--- src/rtl/mem_access_ctrl.sv ---
// Memory-stage access controller: one ready-handshaked data-memory transaction per load/store,
// byte-lane enables, load extension, timeout trap. Optional misaligned trap via MEM_MISALIGN_TRAP_EN.
module mem_access_ctrl #(
    parameter int unsigned TIMEOUT = 15
) (
    input  logic        clk,
    input  logic        rst_n,
    input  logic        ex_valid,
    input  logic [5:0]  ex_opcode,
    input  logic [31:0] ex_addr,
    input  logic [31:0] ex_wdata,
    input  logic [4:0]  ex_rd,
    output logic        stall,
    output logic        mem_req,
    output logic [3:0]  mem_we,
    output logic [31:0] mem_addr,
    output logic [31:0] mem_wdata,
    input  logic        mem_ready,
    input  logic [31:0] mem_rdata,
    output logic        wb_valid,
    output logic [4:0]  wb_rd,
    output logic [31:0] wb_data,
    output logic        exc,
    output logic [1:0]  exc_code
);
    localparam logic [5:0] OP_SB  = 6'b001111;
    localparam logic [5:0] OP_SH  = 6'b010000;
    localparam logic [5:0] OP_SW  = 6'b010001;
    localparam logic [5:0] OP_LB  = 6'b010010;
    localparam logic [5:0] OP_LBU = 6'b010011;
    localparam logic [5:0] OP_LH  = 6'b010100;
    localparam logic [5:0] OP_LHU = 6'b010101;
    localparam logic [5:0] OP_LW  = 6'b010110;
    localparam logic [7:0] TO_LAST = 8'(TIMEOUT - 1);

    typedef enum logic {S_IDLE, S_ACCESS} state_t;

    state_t      r_state, w_next;
    logic [5:0]  r_op;
    logic [1:0]  r_alo;
    logic [4:0]  r_rd;
    logic [7:0]  r_cnt;
    logic [3:0]  r_we;
    logic [31:0] r_addr, r_wdata;
    logic        r_wb_valid, r_exc;
    logic [4:0]  r_wb_rd;
    logic [31:0] r_wb_data;
    logic [1:0]  r_exc_code;

    logic        w_mem_op, w_trap, w_start, w_trap_evt, w_timeout_hit, w_done, w_r_load;
    logic [3:0]  w_we;
    logic [31:0] w_wdata, w_ld_data;
    logic [7:0]  w_byte;
    logic [15:0] w_half;

    assign w_mem_op = (ex_opcode >= OP_SB) && (ex_opcode <= OP_LW);

`ifdef MEM_MISALIGN_TRAP_EN
    logic w_misalign;
    assign w_misalign = (((ex_opcode == OP_SH) || (ex_opcode == OP_LH) || (ex_opcode == OP_LHU)) && ex_addr[0])
                     || (((ex_opcode == OP_SW) || (ex_opcode == OP_LW)) && (ex_addr[1:0] != 2'b00));
    assign w_trap = w_misalign;
`else
    assign w_trap = 1'b0;
`endif

    assign w_start       = (r_state == S_IDLE) && ex_valid && w_mem_op && !w_trap;
    assign w_trap_evt    = (r_state == S_IDLE) && ex_valid && w_mem_op && w_trap;
    assign w_timeout_hit = (r_state == S_ACCESS) && !mem_ready && (r_cnt == TO_LAST);
    assign w_done        = (r_state == S_ACCESS) && mem_ready;
    assign w_r_load      = (r_op >= OP_LB);

    // State register
    always_ff @(posedge clk or negedge rst_n) begin
        if (!rst_n) r_state <= S_IDLE;
        else        r_state <= w_next;
    end

    // Next-state logic
    always_comb begin
        w_next = r_state;
        case (r_state)
            S_IDLE:   if (w_start) w_next = S_ACCESS;
            S_ACCESS: if (w_done || w_timeout_hit) w_next = S_IDLE;
            default:  w_next = S_IDLE;
        endcase
    end

    // Outputs; stall is held low while reset is asserted even if ex_valid is high
    always_comb begin
        mem_req = (r_state == S_ACCESS);
        stall   = rst_n && (((r_state == S_IDLE) && ex_valid && w_mem_op && !w_trap)
                         || ((r_state == S_ACCESS) && !mem_ready && !w_timeout_hit));
    end

    // Store lane enables and replicated data; misaligned halves/words fall back to natural alignment
    always_comb begin
        w_we    = 4'b0000;
        w_wdata = 32'h0;
        case (ex_opcode)
            OP_SB: begin
                w_we    = 4'b0001 << ex_addr[1:0];
                w_wdata = {4{ex_wdata[7:0]}};
            end
            OP_SH: begin
                w_we    = ex_addr[1] ? 4'b1100 : 4'b0011;
                w_wdata = {2{ex_wdata[15:0]}};
            end
            OP_SW: begin
                w_we    = 4'b1111;
                w_wdata = ex_wdata;
            end
            default: ;
        endcase
    end

    assign w_byte = mem_rdata[8*r_alo +: 8];
    assign w_half = r_alo[1] ? mem_rdata[31:16] : mem_rdata[15:0];

    always_comb begin
        w_ld_data = mem_rdata;
        case (r_op)
            OP_LB:   w_ld_data = {{24{w_byte[7]}}, w_byte};
            OP_LBU:  w_ld_data = {24'h0, w_byte};
            OP_LH:   w_ld_data = {{16{w_half[15]}}, w_half};
            OP_LHU:  w_ld_data = {16'h0, w_half};
            default: w_ld_data = mem_rdata;
        endcase
    end

    always_ff @(posedge clk or negedge rst_n) begin
        if (!rst_n) begin
            r_op    <= 6'h0;
            r_alo   <= 2'b00;
            r_rd    <= 5'h0;
            r_cnt   <= 8'h0;
            r_we    <= 4'b0000;
            r_addr  <= 32'h0;
            r_wdata <= 32'h0;
        end else if (w_start) begin
            r_op    <= ex_opcode;
            r_alo   <= ex_addr[1:0];
            r_rd    <= ex_rd;
            r_cnt   <= 8'h0;
            r_we    <= w_we;
            r_addr  <= {ex_addr[31:2], 2'b00};
            r_wdata <= w_wdata;
        end else if (w_done || w_timeout_hit) begin
            r_we    <= 4'b0000;
            r_addr  <= 32'h0;
            r_wdata <= 32'h0;
        end else if (r_state == S_ACCESS) begin
            r_cnt <= r_cnt + 8'd1;
        end
    end

    always_ff @(posedge clk or negedge rst_n) begin
        if (!rst_n) begin
            r_wb_valid <= 1'b0;
            r_wb_rd    <= 5'h0;
            r_wb_data  <= 32'h0;
            r_exc      <= 1'b0;
            r_exc_code <= 2'b00;
        end else begin
            r_wb_valid <= w_done && w_r_load;
            if (w_done && w_r_load) begin
                r_wb_rd   <= r_rd;
                r_wb_data <= w_ld_data;
            end
            r_exc      <= w_timeout_hit || w_trap_evt;
            r_exc_code <= w_timeout_hit ? 2'b10 : (w_trap_evt ? 2'b01 : 2'b00);
        end
    end

    assign mem_we    = r_we;
    assign mem_addr  = r_addr;
    assign mem_wdata = r_wdata;
    assign wb_valid  = r_wb_valid;
    assign wb_rd     = r_wb_rd;
    assign wb_data   = r_wb_data;
    assign exc       = r_exc;
    assign exc_code  = r_exc_code;
endmodule

--- config.mk ---
export PLATFORM = sky130hd
export DESIGN_NAME = mem_access_ctrl
export DESIGN_NICKNAME = d
export VERILOG_FILES = /design/src/rtl/mem_access_ctrl.sv
export SDC_FILE = /design/constraint.sdc
export NUM_CORES = 1
export LEC_CHECK = 0
export BUFFER_PORTS_ARGS = -buffer_cell sky130_fd_sc_hd__buf_2
export CORE_MARGIN = 2
export CORE_UTILIZATION = 40
export DETAILED_ROUTE_END_ITERATION = 12
export GPL_ROUTABILITY_DRIVEN = 1
export GPL_TIMING_DRIVEN = 0
export PLACE_DENSITY = 0.7
export SLEW_MARGIN = 15
export SYNTH_ARGS = -nofsm -noshare
export SYNTH_HDL_FRONTEND = slang
export SYNTH_SLANG_ARGS = --single-unit
--- constraint.sdc ---
create_clock -name clk -period 2.01 [get_ports clk]
set_input_delay 0.201 -clock clk [delete_from_list [all_inputs] [get_ports clk]]
set_output_delay 0.201 -clock clk [all_outputs]
set_load 0.01 [all_outputs]
==> impl_metrics.csv <==
group,metric,value,unit
clock_tree,ctsHoldBuffers,30,
layout,final_cell_mix,"buf_2 (229), dfrtp_1 (125), a22o_1 (40), a21oi_1 (36)",
timing,hold_viol_final,64,
floorplan,die_h,124.8,um
timing,final.setup.tns,-3493,ps
logic_synthesis,synth_area_per_cell,11.66,um^2
routing,dr.first_iter.drc_count,356,
power,leakage,4.263,nW
outcome,violations,"hold timing, setup timing",
logic_synthesis,synth_cell_types,55,
timing,worst_slack,-94.14,ps
logic_synthesis,ys.flop_type,"dfrtp_1",
job,drv_cap,0,
layout,nets,904,
clock_tree,cts_buffers,17,
timing,finalCriticalPeriod,2104,ps
placed_design,pre_cts_ws,-176.4,ps
power,p_per_area,1078,nW/um^2
setup_path,worst-r2r-cell-count,9,
floorplan,row_count,44,
setup_path,reg2reg_slack,-90,ps
logic_synthesis,async_flop_share,1.000,
power,ir_drop,0.6001,mV
global_routing,grt.total_usage,0.2381,
floorplan,core,14420,um^2
routing,remaining_drc_errors,0,
clock_tree,clkSinkCount,127,
clock_tree,cts_tree,"built",
floorplan,pin_count,222,
logic_synthesis,ys_warn_count,0,
routing,antenna_left,0,
timing,fmax,475.3,MHz
timing,final.period_utilization,1.047,
setup_path,critPathArrivalTime,2380,ps
setup_path,timing.rr.start,"r_cnt[0]",
placed_design,detailedPlacementHpwl,12.76,mm
layout,layout_commonest_cell,"buf_2",
layout,drive_gt1_frac,0.4652,
placed_design,place.gp.congestion,0.8365,
setup_path,path_max_fanout,8,
routing,wl_per_cell,19.72,um
hold_path,hp-class,"input port to async pin",
timing,worst_hold_slack,-251.1,ps
setup_path,r2r-end,"mem_wdata[24]",
timing,rsz0062_at_grt,"true",
clock_tree,clkTransAtPathRegs,60,ps
timing,slew-limit-headroom,0.3886,
timing,setup_viol,54,
logic_synthesis,synth_edf_count,0,
layout,nFillCells,1169,
layout,area_delta_synth_final,47.50,%
global_routing,grt_pass1_vias,5663,
placed_design,place_area,7202,um^2
setup_path,path_class,"register to register",
placed_design,io_buffers,218,
clock_tree,htreeDepth,4,
timing,worstMarginPinSlew,917.1,ps
logic_synthesis,yosys-top-cells-area,"dfrtp_1 (54%), mux2_2 (6.6%), a22o_1 (6.0%), a21oi_1 (3.1%), o2bb2ai_1 (2.7%)",
routing,vias,5521,
floorplan,start_util,0.4048,
power,totalPowerFinal,0.009286,W
global_routing,grt_first_pass_wirelength,29.33,mm
global_routing,antenna_found_initial,3,
routing,drtPass1Iterations,5,
routing,drt-vias-per-instance,5.582,
logic_synthesis,syn-instance-count,501,
logic_synthesis,ys_seq_elements,127,
logic_synthesis,syn_area,5839,um^2
logic_synthesis,synth.top_cell.area_share,0.5442,
logic_synthesis,yosysTopAreaCell,"dfrtp_1",
layout,design_area,8613,um^2
setup_path,critPathRequiredTime,2290,ps
setup_path,startpoint_type,"register",
routing,wl,19.50,mm
clock_tree,clockRootBuffer,"clkbuf_16",
global_routing,grt_max_degree,66,
clock_tree,cts.path.max_buffers,2,
setup_path,cp-end-kind,"register",
floorplan,die_area,15580,um^2
outcome,status,"finished, violations left",
clock_tree,clock_latency,420,ps
floorplan,fp.dieW,124.8,um
logic_synthesis,ys_seq_area_frac,0.5442,
timing,maxSlewViolCount,0,
global_routing,gr-total-overflow,0,
timing,clock-skew-final,9.318,ps
layout make-up:
cell class,count,area (um^2),area share
inverter,4,15.01,0.001743
clock buffer,19,442.9,0.05142
timing repair buffer,270,1688,0.1960
buffer,36,254.0,0.02949
tap,184,230.2,0.02673
clock inverter,13,105.1,0.01220
multi-input combinational,335,2695,0.3129
sequential,127,3181,0.3693
antenna,1,2.502,0.0002905
registers in the layout, indices dropped and copies added, names as in the netlist:
register   cells
mem_we         4
mem_wdata     32
r_alo          2
mem_addr      30
wb_data       32
exc_code       1
r_cnt          8
r_rd           5
mem_req        1
wb_valid       1
r_op           6
wb_rd          5
logic make-up (layout without fill, tap and decap cells):
family                   after synthesis  after routing  synth area share
AND/OR/NAND/NOR                      120            120            0.1088
buffers and inverters                 41            342           0.03535
XOR/XNOR                               7              7           0.01050
AO/OA/AOI/OAI                        163            163            0.2117
adder cells (fa/ha/maj)                2              2          0.004285
other                                  1              4         0.0006422
multiplexers                          40             40           0.08442
flip-flops                           127            127            0.5442
worst max-delay path, cell delays in order, from the launching register on:
cell	delay, ps
dfrtp_1	380
inv_2	80
ha_4	120
or4b_4	500
buf_12	150
o21bai_4	130
a2bb2oi_4	120
buf_12	170
clkbuf_16	160
o2bb2ai_2	130
Yosys cell counts (all sizes together) (2+ instances only):
| cell type | n |
|---|---|
| xor2 | 5 |
| a32o | 3 |
| a22o | 40 |
| o22ai | 7 |
| clkbuf | 14 |
| xnor2 | 2 |
| a222oi | 4 |
| nand4 | 4 |
| buf | 23 |
| a21o | 3 |
| o211a | 2 |
| o2bb2ai | 18 |
| o211ai | 3 |
| nand2 | 33 |
| or3b | 2 |
| or2 | 3 |
| ha | 2 |
| inv | 4 |
| dfrtp | 127 |
| nor2 | 35 |
| nand3b | 3 |
| mux2i | 2 |
| nand2b | 4 |
| nor2b | 8 |
| a32oi | 2 |
| a21oi | 36 |
| nor4b | 2 |
| o21ai | 7 |
| mux2 | 34 |
| a22oi | 20 |
| and3 | 5 |
| a31oi | 6 |
| and2 | 12 |
| a221o | 8 |
| mux4 | 4 |
| nor3b | 3 |
metrics by stage:
stage	cells	utilization
global placement	905	0.4970
CTS	974	0.5651
finish	989	0.5972
global route	989	0.5972
floorplan	503	-
detailed placement	906	0.4993
report_power, final:
group          switching (W)  internal, W  total, W  leakage (nW)
clock                0.00123      0.00163   0.00286         0.269
combinational        0.00141      0.00139   0.00280          2.36
sequential          0.000420      0.00321   0.00363          1.63
routing by layer:
metal | up-vias | GRT usage | share of wire
met5 | - | 0 | 0.0014
met4 | 4 | 0.07582 | 0.024
met3 | 44 | 0.08462 | 0.082
met2 | 277 | 0.3870 | 0.49
met1 | 2733 | 0.2983 | 0.40
li1 | 2463 | - | -
worst max path at each step:
stage,from,to
after global placement,rst_n,stall
after global routing,r_cnt[0],stall
after detailed placement,r_cnt[0],mem_we[0]
after floorplan,r_cnt[0],mem_wdata[22]
final,r_cnt[0],mem_wdata[24]
after CTS,r_cnt[0],stall
repair_timing:
item,in CTS,in global routing
gates cloned,0,7
setup buffers,7,7
endpoints found under the setup margin,81,85
pin swaps,3,20
endpoints found under the hold margin,94,64
gates resized for setup,13,60
Note: power is estimated with default switching activity, not from simulation.
